<file path="src/rtl/l1_cache_if.sv">
// CPU-side word handshake and physical-memory line handshake for l1_cache.
interface l1_cache_if;
    logic         mem_read;
    logic         mem_write;
    logic [1:0]   mem_byte_enable;
    logic [15:0]  mem_address;
    logic [15:0]  mem_wdata;
    logic         mem_resp;
    logic [15:0]  mem_rdata;
    logic         pmem_read;
    logic         pmem_write;
    logic [15:0]  pmem_address;
    logic [127:0] pmem_wdata;
    logic [127:0] pmem_rdata;
    logic         pmem_resp;

    modport slave (
        input  mem_read, mem_write, mem_byte_enable, mem_address, mem_wdata,
        output mem_resp, mem_rdata,
        output pmem_read, pmem_write, pmem_address, pmem_wdata,
        input  pmem_rdata, pmem_resp
    );

    modport master (
        output mem_read, mem_write, mem_byte_enable, mem_address, mem_wdata,
        input  mem_resp, mem_rdata,
        input  pmem_read, pmem_write, pmem_address, pmem_wdata,
        output pmem_rdata, pmem_resp
    );
endinterface

</file>
<file path="src/rtl/l1_cache.sv">
// Direct-mapped write-back/write-allocate cache between the LC-3b CPU and line memory.
// Optional hit/miss counters are enabled by defining L1_CACHE_PERF_CNT_EN.
module l1_cache #(
    parameter int unsigned SET_BITS = 3
) (
    input  logic        clk,
    input  logic        rst_n,
    l1_cache_if.slave   bus
`ifdef L1_CACHE_PERF_CNT_EN
    ,
    output logic [15:0] hit_count,
    output logic [15:0] miss_count
`endif
);
    localparam int unsigned SETS  = 1 << SET_BITS;
    localparam int unsigned TAG_W = 12 - SET_BITS;

    typedef enum logic [1:0] {IDLE, CHECK, WRITEBACK, FILL} state_e;

    state_e                state_q, state_d;
    logic [15:1]           addr_q, addr_d;
    logic [SETS-1:0]       valid_q, valid_d;
    logic [SETS-1:0]       dirty_q, dirty_d;
    logic [TAG_W-1:0]      tag_q  [SETS];
    logic [7:0][15:0]      data_q [SETS];

    logic                  mem_resp_q, mem_resp_d;
    logic [15:0]           mem_rdata_q, mem_rdata_d;
    logic                  pmem_read_q, pmem_read_d;
    logic                  pmem_write_q, pmem_write_d;
    logic [15:0]           pmem_address_q, pmem_address_d;
    logic [127:0]          pmem_wdata_q, pmem_wdata_d;

    logic                  req;
    logic                  line_we, word_we;
    logic [SET_BITS-1:0]   in_idx, idx;
    logic [TAG_W-1:0]      in_tag, tag;
    logic [2:0]            in_word, word;
    logic [7:0][15:0]      fill_line;

    assign req       = bus.mem_read | bus.mem_write;
    assign in_idx    = bus.mem_address[SET_BITS+3:4];
    assign in_tag    = bus.mem_address[15:SET_BITS+4];
    assign in_word   = bus.mem_address[3:1];
    assign idx       = addr_q[SET_BITS+3:4];
    assign tag       = addr_q[15:SET_BITS+4];
    assign word      = addr_q[3:1];
    assign fill_line = bus.pmem_rdata;

    assign bus.mem_resp     = mem_resp_q;
    assign bus.mem_rdata    = mem_rdata_q;
    assign bus.pmem_read    = pmem_read_q;
    assign bus.pmem_write   = pmem_write_q;
    assign bus.pmem_address = pmem_address_q;
    assign bus.pmem_wdata   = pmem_wdata_q;

    // Next state; the CHECK response is looked ahead one cycle so outputs stay registered.
    always_comb begin
        state_d     = state_q;
        addr_d      = addr_q;
        valid_d     = valid_q;
        dirty_d     = dirty_q;
        line_we     = 1'b0;
        word_we     = 1'b0;
        mem_resp_d  = 1'b0;
        mem_rdata_d = '0;
        unique case (state_q)
            IDLE: begin
                if (req) begin
                    state_d     = CHECK;
                    addr_d      = bus.mem_address[15:1];
                    mem_resp_d  = valid_q[in_idx] && (tag_q[in_idx] == in_tag);
                    mem_rdata_d = data_q[in_idx][in_word];
                end
            end
            CHECK: begin
                if (mem_resp_q) begin
                    state_d = IDLE;
                    if (bus.mem_write) begin
                        word_we      = 1'b1;
                        dirty_d[idx] = 1'b1;
                    end
                end else if (!req) begin
                    state_d = IDLE;
                end else if (valid_q[idx] && dirty_q[idx]) begin
                    state_d = WRITEBACK;
                end else begin
                    state_d = FILL;
                end
            end
            WRITEBACK: begin
                if (bus.pmem_resp) begin
                    dirty_d[idx] = 1'b0;
                    state_d      = FILL;
                end
            end
            FILL: begin
                if (bus.pmem_resp) begin
                    line_we      = 1'b1;
                    valid_d[idx] = 1'b1;
                    dirty_d[idx] = 1'b0;
                    state_d      = CHECK;
                    mem_resp_d   = req;
                    mem_rdata_d  = fill_line[word];
                end
            end
            default: state_d = IDLE;
        endcase

        pmem_read_d    = (state_d == FILL);
        pmem_write_d   = (state_d == WRITEBACK);
        pmem_address_d = '0;
        pmem_wdata_d   = '0;
        if (state_d == WRITEBACK) begin
            pmem_address_d = {tag_q[idx], idx, 4'b0000};
            pmem_wdata_d   = data_q[idx];
        end else if (state_d == FILL) begin
            pmem_address_d = {tag, idx, 4'b0000};
        end
    end

    always_ff @(posedge clk or negedge rst_n) begin
        if (!rst_n) begin
            state_q        <= IDLE;
            addr_q         <= '0;
            valid_q        <= '0;
            dirty_q        <= '0;
            mem_resp_q     <= 1'b0;
            mem_rdata_q    <= '0;
            pmem_read_q    <= 1'b0;
            pmem_write_q   <= 1'b0;
            pmem_address_q <= '0;
            pmem_wdata_q   <= '0;
        end else begin
            state_q        <= state_d;
            addr_q         <= addr_d;
            valid_q        <= valid_d;
            dirty_q        <= dirty_d;
            mem_resp_q     <= mem_resp_d;
            mem_rdata_q    <= mem_rdata_d;
            pmem_read_q    <= pmem_read_d;
            pmem_write_q   <= pmem_write_d;
            pmem_address_q <= pmem_address_d;
            pmem_wdata_q   <= pmem_wdata_d;
        end
    end

    // Tag and data arrays carry no reset; valid bits gate their use.
    always_ff @(posedge clk) begin
        if (line_we) begin
            data_q[idx] <= bus.pmem_rdata;
            tag_q[idx]  <= tag;
        end
        if (word_we) begin
            if (bus.mem_byte_enable[0]) data_q[idx][word][7:0]  <= bus.mem_wdata[7:0];
            if (bus.mem_byte_enable[1]) data_q[idx][word][15:8] <= bus.mem_wdata[15:8];
        end
    end

`ifdef L1_CACHE_PERF_CNT_EN
    logic        prev_idle_q;
    logic [15:0] hit_q, miss_q;

    // Only first-look hits count; the re-check after a fill is excluded.
    always_ff @(posedge clk or negedge rst_n) begin
        if (!rst_n) begin
            prev_idle_q <= 1'b0;
            hit_q       <= '0;
            miss_q      <= '0;
        end else begin
            prev_idle_q <= (state_q == IDLE);
            if (state_q == CHECK && mem_resp_q && prev_idle_q && hit_q != 16'hFFFF)
                hit_q <= hit_q + 16'd1;
            if (state_q == CHECK && (state_d == FILL || state_d == WRITEBACK) && miss_q != 16'hFFFF)
                miss_q <= miss_q + 16'd1;
        end
    end

    assign hit_count  = hit_q;
    assign miss_count = miss_q;
`endif
endmodule

</file>
<file path="src/flat_wrapper.sv">
// flat-port wrapper written by rule: the top's interface ports become plain ports
module l1_cache_flat 
#(
    parameter int unsigned SET_BITS = 3
)
  (clk, rst_n, bus_mem_read, bus_mem_write, bus_mem_byte_enable, bus_mem_address, bus_mem_wdata, bus_mem_resp, bus_mem_rdata, bus_pmem_read, bus_pmem_write, bus_pmem_address, bus_pmem_wdata, bus_pmem_rdata, bus_pmem_resp);
  l1_cache_if bus_i ();
  input  logic clk;
  input  logic rst_n;
  input wire logic [$bits(bus_i.mem_read)-1:0] bus_mem_read;
  input wire logic [$bits(bus_i.mem_write)-1:0] bus_mem_write;
  input wire logic [$bits(bus_i.mem_byte_enable)-1:0] bus_mem_byte_enable;
  input wire logic [$bits(bus_i.mem_address)-1:0] bus_mem_address;
  input wire logic [$bits(bus_i.mem_wdata)-1:0] bus_mem_wdata;
  output wire logic [$bits(bus_i.mem_resp)-1:0] bus_mem_resp;
  output wire logic [$bits(bus_i.mem_rdata)-1:0] bus_mem_rdata;
  output wire logic [$bits(bus_i.pmem_read)-1:0] bus_pmem_read;
  output wire logic [$bits(bus_i.pmem_write)-1:0] bus_pmem_write;
  output wire logic [$bits(bus_i.pmem_address)-1:0] bus_pmem_address;
  output wire logic [$bits(bus_i.pmem_wdata)-1:0] bus_pmem_wdata;
  input wire logic [$bits(bus_i.pmem_rdata)-1:0] bus_pmem_rdata;
  input wire logic [$bits(bus_i.pmem_resp)-1:0] bus_pmem_resp;
  assign bus_i.mem_read = bus_mem_read;
  assign bus_i.mem_write = bus_mem_write;
  assign bus_i.mem_byte_enable = bus_mem_byte_enable;
  assign bus_i.mem_address = bus_mem_address;
  assign bus_i.mem_wdata = bus_mem_wdata;
  assign bus_mem_resp = bus_i.mem_resp;
  assign bus_mem_rdata = bus_i.mem_rdata;
  assign bus_pmem_read = bus_i.pmem_read;
  assign bus_pmem_write = bus_i.pmem_write;
  assign bus_pmem_address = bus_i.pmem_address;
  assign bus_pmem_wdata = bus_i.pmem_wdata;
  assign bus_i.pmem_rdata = bus_pmem_rdata;
  assign bus_i.pmem_resp = bus_pmem_resp;
  l1_cache #(.SET_BITS(SET_BITS)) u_core (.clk(clk), .rst_n(rst_n), .bus(bus_i));
endmodule
</file>
<file path="config.mk">
export PLATFORM = sky130hd
export DESIGN_NAME = l1_cache_flat
export DESIGN_NICKNAME = d
export VERILOG_FILES = /design/src/rtl/l1_cache_if.sv /design/src/rtl/l1_cache.sv /design/src/flat_wrapper.sv
export SDC_FILE = /design/constraint.sdc
export NUM_CORES = 2
export LEC_CHECK = 0
export CAP_MARGIN = 10
export CORE_MARGIN = 2
export CORE_UTILIZATION = 31
export CTS_CLUSTER_DIAMETER = 40
export DETAILED_ROUTE_END_ITERATION = 8
export HOLD_SLACK_MARGIN = 0.1
export SYNTH_ARGS = -nofsm -noshare
export SYNTH_HDL_FRONTEND = slang
export SYNTH_SLANG_ARGS = --single-unit
</file>
<file path="constraint.sdc">
create_clock -name clk -period 2.9 [get_ports clk]
set_clock_uncertainty 0.2 [all_clocks]
set_input_delay 0.435 -clock clk [delete_from_list [all_inputs] [get_ports clk]]
set_output_delay 0.435 -clock clk [all_outputs]
set_load 0.01 [all_outputs]
</file>
==> impl_metrics.py <==
metrics = {
    "sta": {
        "period_share_pct": 100,
        "slew_viol_final": 0,
        "relSlewSlack_pct": 22.6,
        "final.setup.worst_slack_ns": -0.00774,
        "tightest_slew_ns": 1.16,
        "max_freq_mhz": 344,
        "hold_violations": 0,
        "hold-worst-slack_ns": 0.154,
        "setup-violations-final": 1,
        "rsz0062_at_grt": "true",
        "period_minus_slack_ns": 2.91,
    },
    "floorplanning": {
        "start_util_pct": 31.1,
        "die-area_sq_um": 187000,
        "core_sq_um": 182000,
        "die_y_microns": 432,
        "core.rowCount": 157,
        "ios": 330,
        "fp.dieW_microns": 432,
    },
    "flow_run": {
        "maxCapViolations": 0,
    },
    "routing": {
        "wire_per_inst_microns": 34.4,
        "avgViaCountPerCell": 5.97,
        "dr_total_vias": 40300,
        "drc": 0,
        "totalWireLength_mm": 233,
        "drt_first_pass_iters": 6,
        "postRouteAntennaNets": 0,
        "initialDrtViolationCount": 5609,
    },
    "setup_path": {
        "r2r_start": "u_core.state_q[0]$_DFF_PN0_",
        "cp.arrival_ns": 3.40,
        "path_class": "flip-flop to flip-flop",
        "critPathLaunchType": "flip-flop",
        "crit_start": "u_core.state_q[0]$_DFF_PN0_",
        "worstPathRequired_ns": 3.40,
        "cp_max_fo": 5,
        "r2r_slack_ns": -0.008,
        "end_kind": "flip-flop",
    },
    "pwr": {
        "internal_power_uw": 43300,
        "p_per_area_nw_per_um2": 907,
        "comb_power_share_pct": 31.2,
        "power_uw": 66400,
        "switching_share_pct": 34.8,
        "leakage_uw": 0.0251,
        "seqPwrFrac_pct": 36.7,
        "p_sw_uw": 23100,
        "power.share.clock_pct": 32.2,
        "irDropWorstVdd_uv": 592,
    },
    "global_routing": {
        "grt_max_degree": 55,
        "overflow": 0,
        "antenna_found_initial": 23,
        "grtUsageTotal_pct": 24.5,
        "grt_pass1_wl_mm": 319,
        "grt_pass1_vias": 40000,
    },
    "synthesis": {
        "synth_flop_cell": "edfxtp_1",
        "syn_area_sq_um": 56800,
        "synth_seq_cells": 1288,
        "synthArstFlopShare_pct": 14.9,
        "yosysSeqAreaShare_pct": 66.4,
        "synth_cell_types": 67,
        "yosys_warnings": 0,
        "syn_avg_cell_area_sq_um": 16.9,
        "synth-edff-count": 1096,
        "synth_cells": 3363,
    },
    "cts": {
        "cts_buffer_depth": 3,
        "root_buffer": "clkbuf_16",
        "numCtsBuffers": 169,
        "cts_tree": "yes",
        "clock-sinks": 1288,
        "clk_latency_ns": 0.82,
        "h-tree-depth": 4,
        "clk_pin_slew_ns": 0.06,
    },
    "run_status": {
        "status": "finished, violations left",
        "violations": "negative setup slack",
    },
    "place": {
        "port_buffers": 324,
        "hpwl_mm": 168,
        "routabilityCongestion": 1.03,
        "placed_cells": 6413,
    },
    "final_layout": {
        "num-nets-final": 4382,
        "fin_util_pct": 40.1,
        "drive_gt1_share_pct": 33.1,
        "stdcell_count": 6759,
        "area_growth_pct": 29.0,
    },
    "hold_path": {
        "hp-class": "primary input to asynchronous set/reset pin",
    },
}
## layout make-up
| type | count | area, sq um |
|---|---|---|
| clock buffer | 196 | 4420 |
| fill | 16400 | 109000 |
| antenna | 17 | 42.5 |
| tap | 2385 | 2980 |
| timing repair buffer | 950 | 8850 |
| inverter | 10 | 37.5 |
| clock inverter | 122 | 1400 |
| sequential | 1288 | 37700 |
| multi-input combinational | 1791 | 17800 |
## state kept, by name, indices dropped and copies added, names as in the netlist, 2 cells and up, named ones only
signal and flops:
u_core.addr_q 15, u_core.bus.mem_rdata 16, u_core.bus.pmem_address 12, u_core.bus.pmem_wdata 128, u_core.data_q 1024, u_core.state_q 2, u_core.tag_q 72, u_core.valid_q 8
## final timing paths
kind,endpoint,cells past startpoint
worst max register to register,u_core.bus.mem_rdata[14]$_DFF_PN0_,10
worst min register to register,u_core.valid_q[7]$_DFFE_PN0P_,1
worst min-delay path,u_core.bus.pmem_wdata[41]$_DFF_PN0_,3
worst max-delay path,u_core.bus.mem_rdata[14]$_DFF_PN0_,10
max in group asynchronous,u_core.bus.pmem_wdata[3]$_DFF_PN0_,3
min in group clk,u_core.addr_q[15]$_DFFE_PN0P_,2
## critical path, cell delays in order (launching register included)
cell and delay, ns:
dfrtp_1 0.38, buf_4 0.15, inv_1 0.14, ha_1 0.30
o21ai_2 0.16, buf_4 0.19, or2_2 0.38, buf_4 0.19
nor2_4 0.23, a21oi_1 0.18, a21oi_1 0.26
## cells in the mapped netlist, types with 3 or more instances
cell	count	area share, %
a21oi_1	34	0.30
inv_1	9	0.059
o22ai_1	289	3.2
mux2i_1	97	1.7
nor3_1	5	0.044
a22o_1	6	0.093
xnor2_1	8	0.12
a221oi_1	28	0.43
o22a_1	114	1.8
buf_6	20	0.40
o21ai_1	6	0.053
nand3_1	25	0.22
mux4_2	305	12
mux4_1	3	0.14
and2_1	10	0.11
o211ai_1	12	0.16
or2_2	9	0.099
and3_1	4	0.044
o2bb2ai_1	8	0.12
nor4_1	116	1.3
buf_2	56	0.49
nand4_1	3	0.033
a31oi_1	8	0.088
o2111ai_1	4	0.062
buf_1	28	0.19
nor2b_1	13	0.14
edfxtp_1	1096	58
nor4b_1	4	0.062
o21ai_0	30	0.26
clkbuf_1	134	0.89
mux2_2	175	3.5
nand2_1	46	0.30
a22oi_1	39	0.52
o221ai_1	121	1.9
buf_4	38	0.50
nand2b_1	6	0.066
nor2_1	210	1.4
dfrtp_1	192	8.5
or4_1	10	0.13
ha_1	5	0.11
o41ai_1	8	0.12
## power by group through the flow
stage               Clock, uW  Combinational, uW  Sequential (uW)
global placement            0              20000            24700
global route            22300              21400            24400
CTS                     21500              20200            24400
finish                  21400              20700            24300
floorplan                   0               9050            23900
detailed placement          0              20100            24700
## kinds of logic after synthesis
group / synth area share, %
flip-flops: 66.4
AO/OA/AOI/OAI: 9.29
multiplexers: 17.4
AND/OR/NAND/NOR: 4.07
buffers and inverters: 2.56
XOR/XNOR: 0.139
adder cells (fa/ha/maj): 0.110
other: 0.00660
## layout by cell type, fill, tap and decap left out, drive strengths merged, types with 28 or more instances in the layout
| cell | synthesis | layout |
|---|---|---|
| edfxtp | 1096 | 1096 |
| mux2 | 175 | 175 |
| a221oi | 28 | 28 |
| buf | 143 | 624 |
| dfrtp | 192 | 192 |
| o22ai | 289 | 289 |
| nand2 | 46 | 46 |
| clkdlybuf4s50 | 0 | 319 |
| inv | 9 | 47 |
| mux2i | 97 | 97 |
| nor2 | 210 | 210 |
| a21oi | 34 | 34 |
| o221ai | 121 | 121 |
| o22a | 114 | 114 |
| o21ai | 36 | 36 |
| clkinv | 1 | 55 |
| a22oi | 39 | 39 |
| nor4 | 117 | 117 |
| clkbuf | 134 | 196 |
| mux4 | 308 | 308 |
## per-layer routing
metal | up-vias | share of wire (%) | track usage [%]
met3 | 674 | 9.0 | 5.32
met4 | 2 | 9.4 | 19.9
met5 | - | 0.0047 | 0
met1 | 20900 | 35 | 28.7
li1 | 16000 | - | -
met2 | 2741 | 47 | 38.8
## stage by stage
| stage | setup WS, ns | setup TNS (ns) | area [sq um] |
|---|---|---|---|
| after floorplan | 0.195 | 0 | 56800 |
| after global placement | -0.385 | -184.50 | 67200 |
| after detailed placement | -0.451 | -189.71 | 67200 |
| after CTS | -0.147 | -7.32 | 73100 |
| after global routing | -0.0552 | -1.94 | 73200 |
| final | -0.00774 | -0.00774 | 73200 |
## repair_timing
| item | 4_1_cts | 5_1_grt |
|---|---|---|
| setup buffers | 0 | 3 |
| gates resized for setup | 9 | 19 |
| setup endpoints to repair | 106 | 318 |
| pin swaps | 0 | 1 |
| endpoints found under the hold margin | 198 | 0 |
| hold buffers | 8 | 0 |
Note: power is estimated with default switching activity, not from simulation.
